$ cat src/rtl/n2t_pkg.sv
// Shared Hack (nand2tetris) definitions: jump-field encodings and the
// default program-counter / ROM address width used by the ROM and CPU top.
package n2t_pkg;

    // Hack ROM holds 32K words, so the PC is 15 bits wide.
    localparam int PC_WIDTH = 15;

    // Jump field {j1,j2,j3}: j1 = out<0, j2 = out==0, j3 = out>0.
    typedef enum logic [2:0] {
        JNULL = 3'b000,
        JGT   = 3'b001,
        JEQ   = 3'b010,
        JGE   = 3'b011,
        JLT   = 3'b100,
        JNE   = 3'b101,
        JLE   = 3'b110,
        JMP   = 3'b111
    } jump_e;

    // Bit positions of the individual jump bits inside the field.
    localparam int J1_LT = 2;
    localparam int J2_EQ = 1;
    localparam int J3_GT = 0;

endpackage

$ cat src/rtl/jump_cond_n2t.sv
// Combinational jump predicate built from the gate primitives:
// jump = is_c_instr & ((j1 & ng) | (j2 & zr) | (j3 & ~ng & ~zr)).
// The illegal zr=1/ng=1 combination simply follows the same gates, so no X
// can be produced for any fully-known input.
module jump_cond_n2t
    import n2t_pkg::*;
(
    input  logic       is_c_instr,
    input  logic [2:0] jbits,
    input  logic       zr,
    input  logic       ng,
    output logic       jump
);

    logic not_ng;
    logic not_zr;
    logic positive;
    logic lt_hit;
    logic eq_hit;
    logic gt_hit;
    logic lt_or_eq;
    logic any_hit;

    // out > 0 is "neither negative nor zero".
    not_n2t u_not_ng (.a(ng), .y(not_ng));
    not_n2t u_not_zr (.a(zr), .y(not_zr));
    and_n2t u_pos    (.a(not_ng), .b(not_zr), .y(positive));

    // Each jump bit is qualified by the ALU condition it selects.
    and_n2t u_lt (.a(jbits[J1_LT]), .b(ng),       .y(lt_hit));
    and_n2t u_eq (.a(jbits[J2_EQ]), .b(zr),       .y(eq_hit));
    and_n2t u_gt (.a(jbits[J3_GT]), .b(positive), .y(gt_hit));

    // Any selected condition met, gated by the instruction type so that
    // A-instructions can never branch.
    or_n2t  u_or1  (.a(lt_hit),   .b(eq_hit), .y(lt_or_eq));
    or_n2t  u_or2  (.a(lt_or_eq), .b(gt_hit), .y(any_hit));
    and_n2t u_cins (.a(is_c_instr), .b(any_hit), .y(jump));

endmodule

$ cat src/rtl/n2t_gates.sv
// Gate-level primitives of the nand2tetris flow. They are kept as separate
// modules so that derived logic keeps the same structure as the gate netlist.

module not_n2t (
    input  logic a,
    output logic y
);
    assign y = ~a;
endmodule

module and_n2t (
    input  logic a,
    input  logic b,
    output logic y
);
    assign y = a & b;
endmodule

module or_n2t (
    input  logic a,
    input  logic b,
    output logic y
);
    assign y = a | b;
endmodule

$ cat src/rtl/pc_jump_n2t.sv
// Hack program counter with integrated jump evaluation. Loads the A-register
// target on a taken jump, otherwise increments (wrapping). Also reports taken
// jumps one cycle later and keeps a saturating count of them.
module pc_jump_n2t
    import n2t_pkg::*;
#(
    parameter int                WIDTH        = PC_WIDTH,
    parameter logic [WIDTH-1:0]  RESET_VECTOR = '0,
    parameter int                CNT_WIDTH    = 8
) (
    input  logic                 clk,
    input  logic                 reset,
    input  logic                 stall,
    input  logic                 is_c_instr,
    input  logic [2:0]           jbits,
    input  logic                 zr,
    input  logic                 ng,
    input  logic [WIDTH-1:0]     a_in,
    output logic [WIDTH-1:0]     pc,
    output logic                 jump_taken,
    output logic [CNT_WIDTH-1:0] jump_count
);

    logic                 jump;
    logic [WIDTH-1:0]     pc_inc;
    logic [WIDTH-1:0]     pc_next;
    logic                 taken_next;
    logic [CNT_WIDTH-1:0] count_next;

    jump_cond_n2t u_jump_cond (
        .is_c_instr (is_c_instr),
        .jbits      (jbits),
        .zr         (zr),
        .ng         (ng),
        .jump       (jump)
    );

    // Incrementer wraps naturally modulo 2^WIDTH; no overflow flag is needed.
    assign pc_inc = pc + WIDTH'(1);

    // Next-state selection: stall freezes everything, then jump, then increment.
    always_comb begin
        pc_next    = pc;
        taken_next = 1'b0;
        count_next = jump_count;
        if (stall) begin
            pc_next    = pc;
            taken_next = 1'b0;
            count_next = jump_count;
        end else if (jump) begin
            pc_next    = a_in;
            taken_next = 1'b1;
            if (jump_count != {CNT_WIDTH{1'b1}}) begin
                count_next = jump_count + CNT_WIDTH'(1);
            end
        end else begin
            pc_next    = pc_inc;
            taken_next = 1'b0;
        end
    end

    // State registers; reset forces the vector and clears the jump reporting.
    always_ff @(posedge clk or posedge reset) begin
        if (reset) begin
            pc         <= RESET_VECTOR;
            jump_taken <= 1'b0;
            jump_count <= '0;
        end else begin
            pc         <= pc_next;
            jump_taken <= taken_next;
            jump_count <= count_next;
        end
    end

endmodule

$ cat config.mk
export PLATFORM = sky130hd
export DESIGN_NAME = pc_jump_n2t
export DESIGN_NICKNAME = d
export VERILOG_FILES = /design/src/rtl/n2t_pkg.sv /design/src/rtl/jump_cond_n2t.sv /design/src/rtl/n2t_gates.sv /design/src/rtl/pc_jump_n2t.sv
export SDC_FILE = /design/constraint.sdc
export NUM_CORES = 1
export LEC_CHECK = 0
export CAP_MARGIN = 0
export CORE_MARGIN = 8
export CORE_UTILIZATION = 55
export DETAILED_ROUTE_END_ITERATION = 10
export DONT_BUFFER_PORTS = 1
export PLACE_DENSITY = 0.67
export SLEW_MARGIN = 30
export SYNTH_ARGS = -nofsm -noshare
export SYNTH_HDL_FRONTEND = slang
export SYNTH_SLANG_ARGS = --single-unit
$ cat constraint.sdc
create_clock -name clk -period 1.9 [get_ports clk]
set_input_delay 0.19 -clock clk [delete_from_list [all_inputs] [get_ports clk]]
set_output_delay 0.19 -clock clk [all_outputs]
set_load 0.005 [all_outputs]
* Yosys cells after proc, flatten, opt, wreduce, memory -nomap -nowiden *
Index checks and enable logic that the tools add are counted.

storage, ports and cells
  RAM bits = 0
  register bits after elaboration = 24
  bits in latches = 0
  memories = 0
  memory bits (read-only) = 0

cells by class
  reductions and logical operators = 1
  bitwise operators = 10
  muxes and demuxes = 3
  multiply operators = 0
  magnitude comparators = 0
  eq/ne operators = 1
  shift-type cells = 0
  $add $sub $neg = 2
  div/mod/pow operators = 0

operator list
  cell                                            number
  adder 15 x 1 -> 15 bit (second input constant)  1
  two-way mux 15 bit                              1
  adder 8 x 1 -> 8 bit (second input constant)    1
  != test 8 bit (second input constant)           1
  bitwise AND 1 bit                               5
  inverter 1 bit                                  3
  AND reduction 3 bit                             1
  two-way mux 1 bit                               2
  OR 1 bit                                        2

* Depth between registers and ports, before layout *
Gate-level depths: netlist of the first run.

  depth after elaboration = 7
  mapped depth = 6

* By module *
Synthesis of the first run repeated with hierarchy kept, for this count alone.

unflattened totals
  cells, all modules = 158
  area, all modules = 1395.1 um2

modules (own cells, without submodules)
  module       cells an instance  times used  area each (um2)
  pc_jump_n2t  149                1           1343.8
  and_n2t      1                  5           6.3
  or_n2t       1                  2           6.3
  not_n2t      1                  2           3.8

* Least setup slack after synthesis of the first run *
OpenSTA, ideal clock, no wires.

  path kind = register -> register
  start = register pc[0]
  end = register pc[12]
  buffers on the path = 1
  path slack = 353 ps
  stages on the path, launching flop included = 7
  period minus slack after synthesis = 1547 ps
  library setup time = 121 ps
  arrival = 1426 ps
  data required time = 1779 ps
  cell sequence = dfrtp_1 -> ha_1 -> and4_1 -> buf_4 -> nand4_1 -> mux2_2 -> o22a_1

between the ends
  cells in the longest elaborated chain, start to end = 2

RTL lines
  what                      line               text
  start: declaration        pc_jump_n2t.sv:19  output logic [WIDTH-1:0] pc,
  start signal: assignment  pc_jump_n2t.sv:69  pc <= pc_next;
  adder 15 x 1 -> 15 bit    pc_jump_n2t.sv:39  assign pc_inc = pc + WIDTH'(1);
  two-way mux 15 bit        pc_jump_n2t.sv:50  end else if (jump) begin

No other way between the ends.
A chain may end at the register's enable or synchronous reset.

* Final worst setup path of the first run *
  start = register pc[1]
  end = register pc[12]

Same word-level chain as after synthesis.

==> metrics.cfg, run 1 <==
[run_status]
run_status = complete, no violations

[critical_path]
critical_path.n_buffers_inverters = 0
crit_path_top_delay_cell = sky130_fd_sc_hd__dfrtp_1
critical_path.max_fanout = 9
critical-path-max-stage-delay_ns = 0.45
cp-endpoint = pc[12]$_DFFE_PP0N_
critical_path.cell_chain = ha_1 -> and4_1 -> nand4_1 -> mux2_2 -> o22a_1
worst-r2r-cell-count = 5
worstSetupStartpoint = pc[1]$_DFFE_PP0N_
start_kind = flop
r2r_start = pc[1]$_DFFE_PP0N_
crit_arrival_ns = 1.99
critPathKind = reg -> reg
crit_family = simple AND/OR/NAND/NOR gates
regToRegSetupSlack_ns = 0.12
crit_required_ns = 2.12
r2r_end = pc[12]$_DFFE_PP0N_
endpoint_kind = flop
timing.critical_path.depth = 5

[finish]
area_growth_pct = 4.17
antenna-diode-count = 0
final_area_um2 = 1600
fin_nets = 177
drive_above_1_share = 0.153
fillers = 250
finalCoreUtilization = 0.589

[synth]
synth_enable_flop_cells = 0
postSynthCellCount = 150
yosys.area.top_type = sky130_fd_sc_hd__dfrtp_1
synth_ff_type = sky130_fd_sc_hd__dfrtp_1
synthesis.yosys.warnings = 0
synth_commonest_cells = sky130_fd_sc_hd__dfrtp_1, sky130_fd_sc_hd__nand3_1, sky130_fd_sc_hd__a21oi_1
syn-cell-area_um2 = 1530
syn-mean-instance-area_um2 = 10.2
mappedNetlistNets = 176
ys_ff_latch = 24
synthArstFlopShare = 1.00
post-synth-top-count-cell = sky130_fd_sc_hd__dfrtp_1
synth_top_cells_by_area = sky130_fd_sc_hd__dfrtp_1, sky130_fd_sc_hd__mux2i_1, sky130_fd_sc_hd__nand3_1
number_of_distinct_library_cells_after_synthesis = 41
yosysTopAreaCellShare = 0.392
proportion_of_synthesized_chip_area_in_sequential_cells = 0.392

[route]
detail-route-antenna-nets = 0
drt_iter0_drc = 69
route.final.wire_length_um = 3410
post-route-drc-count = 0
detail_route.wl_per_cell_um = 18.8
drt_pass1_iterations = 4
vias = 1180
routed_via_density = 6.52

[timing]
worst_slew_margin_rel = 0.757
setup_ws_ns = 0.121
clock-skew-final_ns = 0.00289
report.final.setup_viol = 0
post-route-period-util = 0.936
grt_setup_unrepaired = false
setup_tns_ns = 0
timing.final.hold_violations = 0
worst-slew-pin-transition_ns = 0.363
clock_period_minus_final_worst_setup_slack_ns = 1.78
fin_hold_ws_ns = 0.0247
timing_max_transition_violations_final = 0
fmax_mhz = 562

[global_routing]
globalRouteOverflowTotal = 0
vias_in_the_first_global_route = 1155
track_usage = 0.156
antenna_found_initial = 0
maximum_number_of_pins_on_one_net_before_global_route_repair = 31
global_route_wire_length_before_repair_um = 5640

[power]
power.combinational.fraction = 0.310
total_switching_power_mw = 0.651
power.ir.vdd_worst_v = 0.000928
powerDensity_nw_per_um2 = 1060
leakagePower_nw = 0.665
cellInternalPower_mw = 1.04
p_clk_frac = 0.160
switching_share = 0.386
seq_pwr_share = 0.530

[min_path]
hp-class = in -> reg

[die]
die_width_um = 68.8
num_rows = 19
initial_core_util = 0.565
dieHeight_um = 68.8
i_o_pins = 48
design.core.area_um2 = 2710
floorplan.die_area_um2 = 4730

[placement]
placement.io_buffers = 0
post_dp_cell_area_um2 = 1540
dp.final_hpwl_um = 2480
placement.setup.worst_slack_ns = 0.146
finalWeightedCongestion = 0.820

[clock_tree]
clk_pin_slew_ns = 0.13
clock_insertion_delay_worst_skew_ns = 0.31
total_clock_buffers_created_by_cts = 3
cts.path.max_buffers = 2
clock-sinks = 24
cts_post_setup_buffers_inserted = 0
clockRootBuffer = sky130_fd_sc_hd__clkbuf_4
ctsHtreeMaxLevel = 1
tritoncts = built

[flow_run]
cap_viol_max_count = 0

metal layers:
layer | routed length (µm) | part of all wire | up-vias | track usage
li1 | - | - | 561 | -
met4 | 50 | 0.015 | 0 | 0.0652
met2 | 1690 | 0.49 | 36 | 0.243
met3 | 343 | 0.10 | 6 | 0.0598
met5 | 0 | 0 | - | 0
met1 | 1330 | 0.39 | 577 | 0.188
flip-flops by register name, summed over array words and instances, names as in the netlist:
name,cells
jump_taken,1
jump_count,8
pc,15
power groups by stage:
stage                     Sequential [mW]  Combinational, mW  Clock (mW)
after floorplan                     0.868              0.413           0
after global placement              0.903              0.502           0
after detailed placement            0.910              0.519           0
after CTS                           0.901              0.527       0.282
after global routing                0.932              0.587       0.296
final                               0.895              0.523       0.270
cell families after synthesis:
logic type / share of synthesized area
fa+ha+maj: 0.0163
mux: 0.123
flops: 0.392
buf+inv: 0.0801
compound gates: 0.139
simple gates: 0.221
xor+xnor: 0.0286
worst reg2reg max path, cell delays in order (launching register included):
cell and delay (ns):
sky130_fd_sc_hd__dfrtp_1 0.45, sky130_fd_sc_hd__ha_1 0.22, sky130_fd_sc_hd__and4_1 0.41, sky130_fd_sc_hd__nand4_1 0.13, sky130_fd_sc_hd__mux2_2 0.27, sky130_fd_sc_hd__o22a_1 0.19
worst min-delay path by stage:
stage	from	end	slack, ns	cells past startpoint
4_1_cts	stall	pc[2]$_DFFE_PP0N_	0.007	1
2_1_floorplan	reset	jump_count[0]$_DFFE_PP0P_	0.20	1
6_report	stall	pc[11]$_DFFE_PP0N_	0.02	1
3_5_place_dp	reset	jump_count[4]$_DFFE_PP0P_	0.15	2
3_3_place_gp	reset	jump_taken$_DFF_PP0_	0.15	2
5_1_grt	stall	pc[2]$_DFFE_PP0N_	0.0006	1
metrics by stage:
| stage | total power, mW | std cells |
|---|---|---|
| 2_1_floorplan | 1.28 | 150 |
| 3_3_place_gp | 1.41 | 175 |
| 3_5_place_dp | 1.43 | 175 |
| 4_1_cts | 1.71 | 181 |
| 5_1_grt | 1.82 | 181 |
| 6_report | 1.69 | 181 |
final cells by class:
| cell class | instances | area (µm²) | area share |
|---|---|---|---|
| tap | 31 | 38.8 | 0.0243 |
| multi-input combinational | 107 | 816 | 0.511 |
| sequential | 24 | 601 | 0.376 |
| inverter | 7 | 26.3 | 0.0165 |
| timing repair buffer | 8 | 77.6 | 0.0486 |
| clock buffer | 4 | 36.3 | 0.0227 |
repair_timing:
item | CTS | global route
hold endpoints to repair | 30 | 0
hold buffers | 2 | 0
resized for setup | 0 | 0
setup endpoints to repair | 0 | 0
cells in the final DEF, fill, tap and decap left out, types with 2 or more instances in the layout:
master	Yosys	final
sky130_fd_sc_hd__buf_4	2	5
sky130_fd_sc_hd__nand2b_1	2	2
sky130_fd_sc_hd__nor2_1	2	2
sky130_fd_sc_hd__o22a_1	7	7
sky130_fd_sc_hd__xor2_1	5	5
sky130_fd_sc_hd__inv_1	7	7
sky130_fd_sc_hd__mux2_2	5	5
sky130_fd_sc_hd__ha_1	2	2
sky130_fd_sc_hd__nor4_1	4	4
sky130_fd_sc_hd__mux2i_1	8	8
sky130_fd_sc_hd__a21oi_1	12	12
sky130_fd_sc_hd__and4_1	4	4
sky130_fd_sc_hd__mux2_4	2	2
sky130_fd_sc_hd__nand4_1	7	7
sky130_fd_sc_hd__nand2_1	8	8
sky130_fd_sc_hd__clkbuf_4	0	3
sky130_fd_sc_hd__mux2_1	2	2
sky130_fd_sc_hd__dlygate4sd3_1	0	2
sky130_fd_sc_hd__dfrtp_1	24	24
sky130_fd_sc_hd__and3_1	3	3
sky130_fd_sc_hd__nand3_1	15	15
sky130_fd_sc_hd__a2bb2oi_1	2	2
No activity file was read; power rests on OpenSTA's default activity.
==> run 2: changes to the inputs <==
--- a/config.mk
+++ b/config.mk
@@ -10,7 +10,7 @@
 export CORE_UTILIZATION = 55
 export DETAILED_ROUTE_END_ITERATION = 10
 export DONT_BUFFER_PORTS = 1
-export PLACE_DENSITY = 0.67
+export PLACE_DENSITY = 0.74
 export SLEW_MARGIN = 30
 export SYNTH_ARGS = -nofsm -noshare
 export SYNTH_HDL_FRONTEND = slang
==> run 2 against run 1 <==
Worst hold slack worse by 0.0012 ns. Design area down 2.2%. Total power shrank 4.4%. Sequential power rose by 2.5%. Count of clock-buffer cells in the layout down 1. First-iteration DRC count down 38%. Maximum frequency grew 5.2%.
==> metrics.cfg, run 2 (synthesis gave the netlist of run 1 again) <==
[run_status]
run_status = complete, no violations

[finish]
fin_nets = 174  ; -1.7%
mostFrequentLayoutCell = sky130_fd_sc_hd__dfrtp_1
drive_above_1_share = 0.137  ; -0.0163
most-common-layout-cells = sky130_fd_sc_hd__dfrtp_1, sky130_fd_sc_hd__nand3_1, sky130_fd_sc_hd__a21oi_1
area_growth_pct = 1.88
antenna-diode-count = 0  ; unchanged
final_area_um2 = 1560  ; -2.2%
biggestRegsByFlops = pc (15), jump_count (8), jump_taken (1)
max_flop_register = pc
largest_reg_flops = 15  ; unchanged

[placement]
dp.final_hpwl_um = 2410  ; -2.8%
post_dp_cell_area_um2 = 1520  ; -1.5%
finalWeightedCongestion = 0.800  ; -2.5%
placement.io_buffers = 0  ; unchanged

[timing]
clock-skew-final_ns = 0.00862  ; +0.00573 ns
grt_setup_unrepaired = false
post-route-period-util = 0.890  ; -0.0460
fmax_mhz = 591  ; +5.2%
setup_tns_ns = 0  ; unchanged
timing.final.hold_violations = 0  ; unchanged
clock_period_minus_final_worst_setup_slack_ns = 1.69  ; -0.0874 ns
worst-slew-pin-transition_ns = 0.361  ; -0.00207 ns
report.final.setup_viol = 0  ; unchanged
worst_slew_margin_rel = 0.759  ; +0.00190
timing_max_transition_violations_final = 0  ; unchanged

[power]
power.combinational.fraction = 0.296  ; -0.014
power.ir.vdd_worst_v = 0.000854  ; -7.9%
switching_share = 0.398  ; +0.0128
seq_pwr_share = 0.568  ; +0.038
total_switching_power_mw = 0.643  ; -1.2%
leakagePower_nw = 0.644  ; -3.2%
cellInternalPower_mw = 0.971  ; -6.3%
p_clk_frac = 0.136  ; -0.024
powerDensity_nw_per_um2 = 1030  ; -2.2%

[critical_path]
r2r_start = pc[0]$_DFFE_PP0N_
regToRegSetupSlack_ns = 0.21  ; +0.09 ns
worst-r2r-cell-count = 5  ; unchanged
r2r_end = pc[12]$_DFFE_PP0N_
crit_arrival_ns = 1.91  ; -0.08 ns
critPathKind = reg -> reg
start_kind = flop
cp-endpoint = pc[12]$_DFFE_PP0N_
critical_path.max_fanout = 9  ; unchanged
endpoint_kind = flop
crit_required_ns = 2.12  ; about the same
worstSetupStartpoint = pc[0]$_DFFE_PP0N_

[route]
drt_iter0_drc = 43  ; -38%
detail_route.wl_per_cell_um = 19.3  ; +2.7%
route.final.wire_length_um = 3420  ; +0.41%
post-route-drc-count = 0  ; unchanged
detail-route-antenna-nets = 0  ; unchanged
routed_via_density = 6.59  ; +1.0%
vias = 1166  ; -1.2%
drt_pass1_iterations = 4  ; unchanged

[clock_tree]
clock-sinks = 24  ; unchanged
cts.path.max_buffers = 2  ; unchanged
clockRootBuffer = sky130_fd_sc_hd__clkbuf_4
total_clock_buffers_created_by_cts = 3  ; unchanged
clock_insertion_delay_worst_skew_ns = 0.31  ; about the same
tritoncts = built
cts_post_setup_buffers_inserted = 0  ; unchanged
ctsHtreeMaxLevel = 1  ; unchanged
clk_pin_slew_ns = 0.13  ; about the same

[flow_run]
cap_viol_max_count = 0  ; unchanged

[die]
floorplan.die_area_um2 = 4730  ; unchanged
initial_core_util = 0.565  ; unchanged
design.core.area_um2 = 2710  ; unchanged
i_o_pins = 48  ; unchanged
die_width_um = 68.8  ; unchanged
dieHeight_um = 68.8  ; unchanged
num_rows = 19  ; unchanged

[global_routing]
global_route_wire_length_before_repair_um = 5730  ; +1.5%
globalRouteOverflowTotal = 0  ; unchanged
track_usage = 0.155  ; -0.000488
antenna_found_initial = 0  ; unchanged
vias_in_the_first_global_route = 1251  ; +8.3%
maximum_number_of_pins_on_one_net_before_global_route_repair = 39  ; +26%

[min_path]
hp-class = in -> reg

-- run 2: cell count changes in the layout (fill, tap and decap cells not counted), sizes merged --
cell | previous run | this run
clkbuf | 4 | 3
buf | 6 | 3
-- run 2: worst max-delay path, stage by stage (launching register included) --
cell	delay, ns
sky130_fd_sc_hd__dfrtp_1	0.45
sky130_fd_sc_hd__ha_1	0.24
sky130_fd_sc_hd__and4_2	0.35
sky130_fd_sc_hd__nand4_1	0.10
sky130_fd_sc_hd__mux2_2	0.27
sky130_fd_sc_hd__o22a_1	0.19
-- run 2: what timing repair did --
item,in CTS,in global routing
resized for setup,0,1
endpoints found under the hold margin,14,0
endpoints found under the setup margin,0,1
hold buffers,2,0
-- run 2: worst min path at each step --
stage               slack (ns)  startpoint  cells past startpoint                   endpoint
floorplan                 0.20       reset                      1  jump_count[0]$_DFFE_PP0P_
global placement          0.05       reset                      1  jump_count[4]$_DFFE_PP0P_
detailed placement        0.06       reset                      1  jump_count[4]$_DFFE_PP0P_
CTS                      0.007       stall                      1         pc[12]$_DFFE_PP0N_
global route             0.005       stall                      1         pc[12]$_DFFE_PP0N_
finish                    0.02       stall                      1         pc[12]$_DFFE_PP0N_
-- run 2: cell type report --
cell class / instances / area [µm²]
Fill cell: 246 / 1150
Multi-Input combinational cell: 107 / 817
Sequential cell: 24 / 601
Timing Repair Buffer: 5 / 55.1
Tap cell: 31 / 38.8
Inverter: 7 / 26.3
Clock buffer: 3 / 22.5
-- run 2: power by group through the flow --
stage                     Clock (mW)  Combinational, mW  Sequential (mW)
after CTS                      0.236              0.480            0.921
after floorplan                    0              0.413            0.868
after global routing           0.253              0.533            0.959
after global placement             0              0.452            0.919
after detailed placement           0              0.472            0.930
final                          0.220              0.477            0.917
-- run 2: per-layer routing --
metal | share of wire | vias to the layer above | global-route usage
met5 | 0 | - | 0
met4 | 0.011 | 0 | 0.0627
met3 | 0.11 | 4 | 0.0517
met2 | 0.49 | 43 | 0.257
met1 | 0.39 | 567 | 0.181
li1 | - | 552 | -
-- run 2: metrics by stage --
stage,setup slack (ns),hold WS [ns],power [mW],util,cells
detailed placement,0.133,0.0611,1.40,0.560,172
global placement,0.207,0.0510,1.37,0.560,172
CTS,0.118,0.00684,1.64,0.575,177
finish,0.208,0.0235,1.61,0.576,177
global route,0.0309,0.00460,1.75,0.576,177
floorplan,0.353,0.205,1.28,-,150
==> run 3: changes to the inputs <==
--- a/config.mk
+++ b/config.mk
@@ -10,7 +10,8 @@
 export CORE_UTILIZATION = 55
 export DETAILED_ROUTE_END_ITERATION = 10
 export DONT_BUFFER_PORTS = 1
-export PLACE_DENSITY = 0.74
+export PLACE_DENSITY_LB_ADDON = 0.2
+export SETUP_SLACK_MARGIN = 0.3
 export SLEW_MARGIN = 30
 export SYNTH_ARGS = -nofsm -noshare
 export SYNTH_HDL_FRONTEND = slang
==> run 3 against run 2 <==
Wire length is 6.8% higher. Worst hold slack better by 0.0080 ns. Critical path depth stayed put. Via count is 1.9% higher. Design area is 7.5% higher. First-iteration DRC count is 56% higher. Register-to-register slack better by 0.16 ns.
==> metrics.cfg, run 3 (synthesis gave the netlist of run 1 again) <==
[die]
num_rows = 19  ; unchanged
design.core.area_um2 = 2710  ; unchanged
initial_core_util = 0.565  ; unchanged
floorplan.die_area_um2 = 4730  ; unchanged
i_o_pins = 48  ; unchanged
die_width_um = 68.8  ; unchanged
dieHeight_um = 68.8  ; unchanged

[timing]
timing_max_transition_violations_final = 0  ; unchanged
report.final.setup_viol = 0  ; unchanged
post-route-period-util = 0.807  ; -0.0837
fmax_mhz = 653  ; +10%
timing.final.hold_violations = 0  ; unchanged
clock-skew-final_ns = 0.00929  ; +0.000664 ns
worst-slew-pin-transition_ns = 0.569  ; +0.208 ns
worst_slew_margin_rel = 0.620  ; -0.139
clock_period_minus_final_worst_setup_slack_ns = 1.53  ; -0.159 ns
setup_tns_ns = 0  ; unchanged
grt_setup_unrepaired = true

[placement]
finalWeightedCongestion = 0.787  ; -1.6%
dp.final_hpwl_um = 2450  ; +1.6%
placement.io_buffers = 0  ; unchanged

[clock_tree]
clk_pin_slew_ns = 0.15  ; +0.02 ns
cts.path.max_buffers = 2  ; unchanged
total_clock_buffers_created_by_cts = 3  ; unchanged
ctsHtreeMaxLevel = 1  ; unchanged
clockRootBuffer = sky130_fd_sc_hd__clkbuf_4
clock_insertion_delay_worst_skew_ns = 0.32  ; about the same
clock-sinks = 24  ; unchanged
tritoncts = built

[route]
post-route-drc-count = 0  ; unchanged
detail_route.wl_per_cell_um = 19.7  ; +1.6%
detail-route-antenna-nets = 0  ; unchanged
routed_via_density = 6.39  ; -3.0%
drt_iter0_drc = 67  ; +56%
route.final.wire_length_um = 3660  ; +6.8%
vias = 1188  ; +1.9%
drt_pass1_iterations = 4  ; unchanged

[finish]
fin_nets = 182  ; +4.6%
area_growth_pct = 9.56
max_flop_register = pc
biggestRegsByFlops = pc (15), jump_count (8), jump_taken (1)
fillers = 240  ; -2.4%
antenna-diode-count = 0  ; unchanged
most-common-layout-cells = sky130_fd_sc_hd__dfrtp_1, sky130_fd_sc_hd__nand3_1, sky130_fd_sc_hd__a21oi_1
finalCoreUtilization = 0.619  ; +0.0434
largest_reg_flops = 15  ; unchanged
drive_above_1_share = 0.219  ; +0.0824
mostFrequentLayoutCell = sky130_fd_sc_hd__dfrtp_1

[critical_path]
worstSetupStartpoint = jump_count[0]$_DFFE_PP0P_
endpoint_kind = flop
crit_required_ns = 2.14  ; +0.02 ns
critical_path.max_fanout = 6  ; -3
critical_path.cell_chain = ha_1 -> nand3_1 -> nor2_4 -> nor4_1 -> xor2_1
crit_arrival_ns = 1.78  ; -0.13 ns
start_kind = flop
critPathKind = reg -> reg
critical-path-max-stage-delay_ns = 0.49  ; +0.04 ns
regToRegSetupSlack_ns = 0.37  ; +0.16 ns
crit_path_top_delay_cell = sky130_fd_sc_hd__dfrtp_2
r2r_start = jump_count[0]$_DFFE_PP0P_

[flow_run]
cap_viol_max_count = 0  ; unchanged

[run_status]
run_status = complete, no violations

[global_routing]
global_route_wire_length_before_repair_um = 5910  ; +3.1%
track_usage = 0.159  ; +0.00410
maximum_number_of_pins_on_one_net_before_global_route_repair = 39  ; unchanged
vias_in_the_first_global_route = 1264  ; +1.0%
globalRouteOverflowTotal = 0  ; unchanged
antenna_found_initial = 0  ; unchanged

[min_path]
min-delay-start = stall
hp-class = in -> reg

[power]
power.ir.vdd_worst_v = 0.000646  ; -24%
powerDensity_nw_per_um2 = 1050  ; +1.7%
leakagePower_nw = 0.688  ; +6.9%

run 3: per-stage QoR:
step	hold WS [ns]	setup WS (ns)	std cells	power (mW)	area, µm²
CTS	0.00342	0.297	182	1.73	1610
detailed placement	0.174	0.144	175	1.43	1540
finish	0.0316	0.367	186	1.76	1680
global placement	0.159	0.189	175	1.40	1540
global route	0.0157	0.243	186	1.90	1680
floorplan	0.205	0.353	150	1.28	1530
run 3: layer usage:
| metal | routed length (µm) | global-route usage | part of all wire |
|---|---|---|---|
| met5 | 0 | 0 | 0 |
| met4 | 21 | 0.0476 | 0.0057 |
| met3 | 337 | 0.0468 | 0.092 |
| met2 | 1830 | 0.268 | 0.50 |
| met1 | 1470 | 0.192 | 0.40 |
run 3: timing repair:
| item | CTS | global route |
|---|---|---|
| hold buffers | 2 | 2 |
| setup buffers | 1 | 2 |
| pin swaps | 1 | 3 |
| hold endpoints to repair | 18 | 1 |
| endpoints found under the setup margin | 7 | 9 |
| gates resized for setup | 4 | 9 |
run 3: path summary, 6_finish.rpt:
path | end | depth (start not counted)
worst min-delay path | pc[2]$_DFFE_PP0N_ | 1
worst max register to register | jump_count[5]$_DFFE_PP0P_ | 5
worst max-delay path | jump_count[5]$_DFFE_PP0P_ | 5
max in group asynchronous | jump_count[0]$_DFFE_PP0P_ | 3
worst min register to register | jump_count[5]$_DFFE_PP0P_ | 1
min in group asynchronous | pc[6]$_DFFE_PP0N_ | 2
run 3: cell type report:
class,count,area (µm²),share of cell area
well taps,31,38.8,0.0231
flip-flops and latches,24,606,0.361
repair buffers,13,120,0.0716
clock buffers,4,36.3,0.0216
multi-input cells,107,851,0.507
inverters,7,26.3,0.0157
run 3: critical path, delay by kind of cell, from the launching register on:
| kind | cells | cell delay, ns |
|---|---|---|
| xor+xnor | 1 | 0.18 |
| fa+ha+maj | 1 | 0.25 |
| flops | 1 | 0.49 |
| simple gates | 3 | 0.55 |
run 3: report_power, final:
group,total [mW],switching [mW],internal (mW)
Sequential,0.917,0.245,0.672
Combinational,0.568,0.279,0.289
Clock,0.280,0.163,0.117
Total,1.76,0.687,1.08
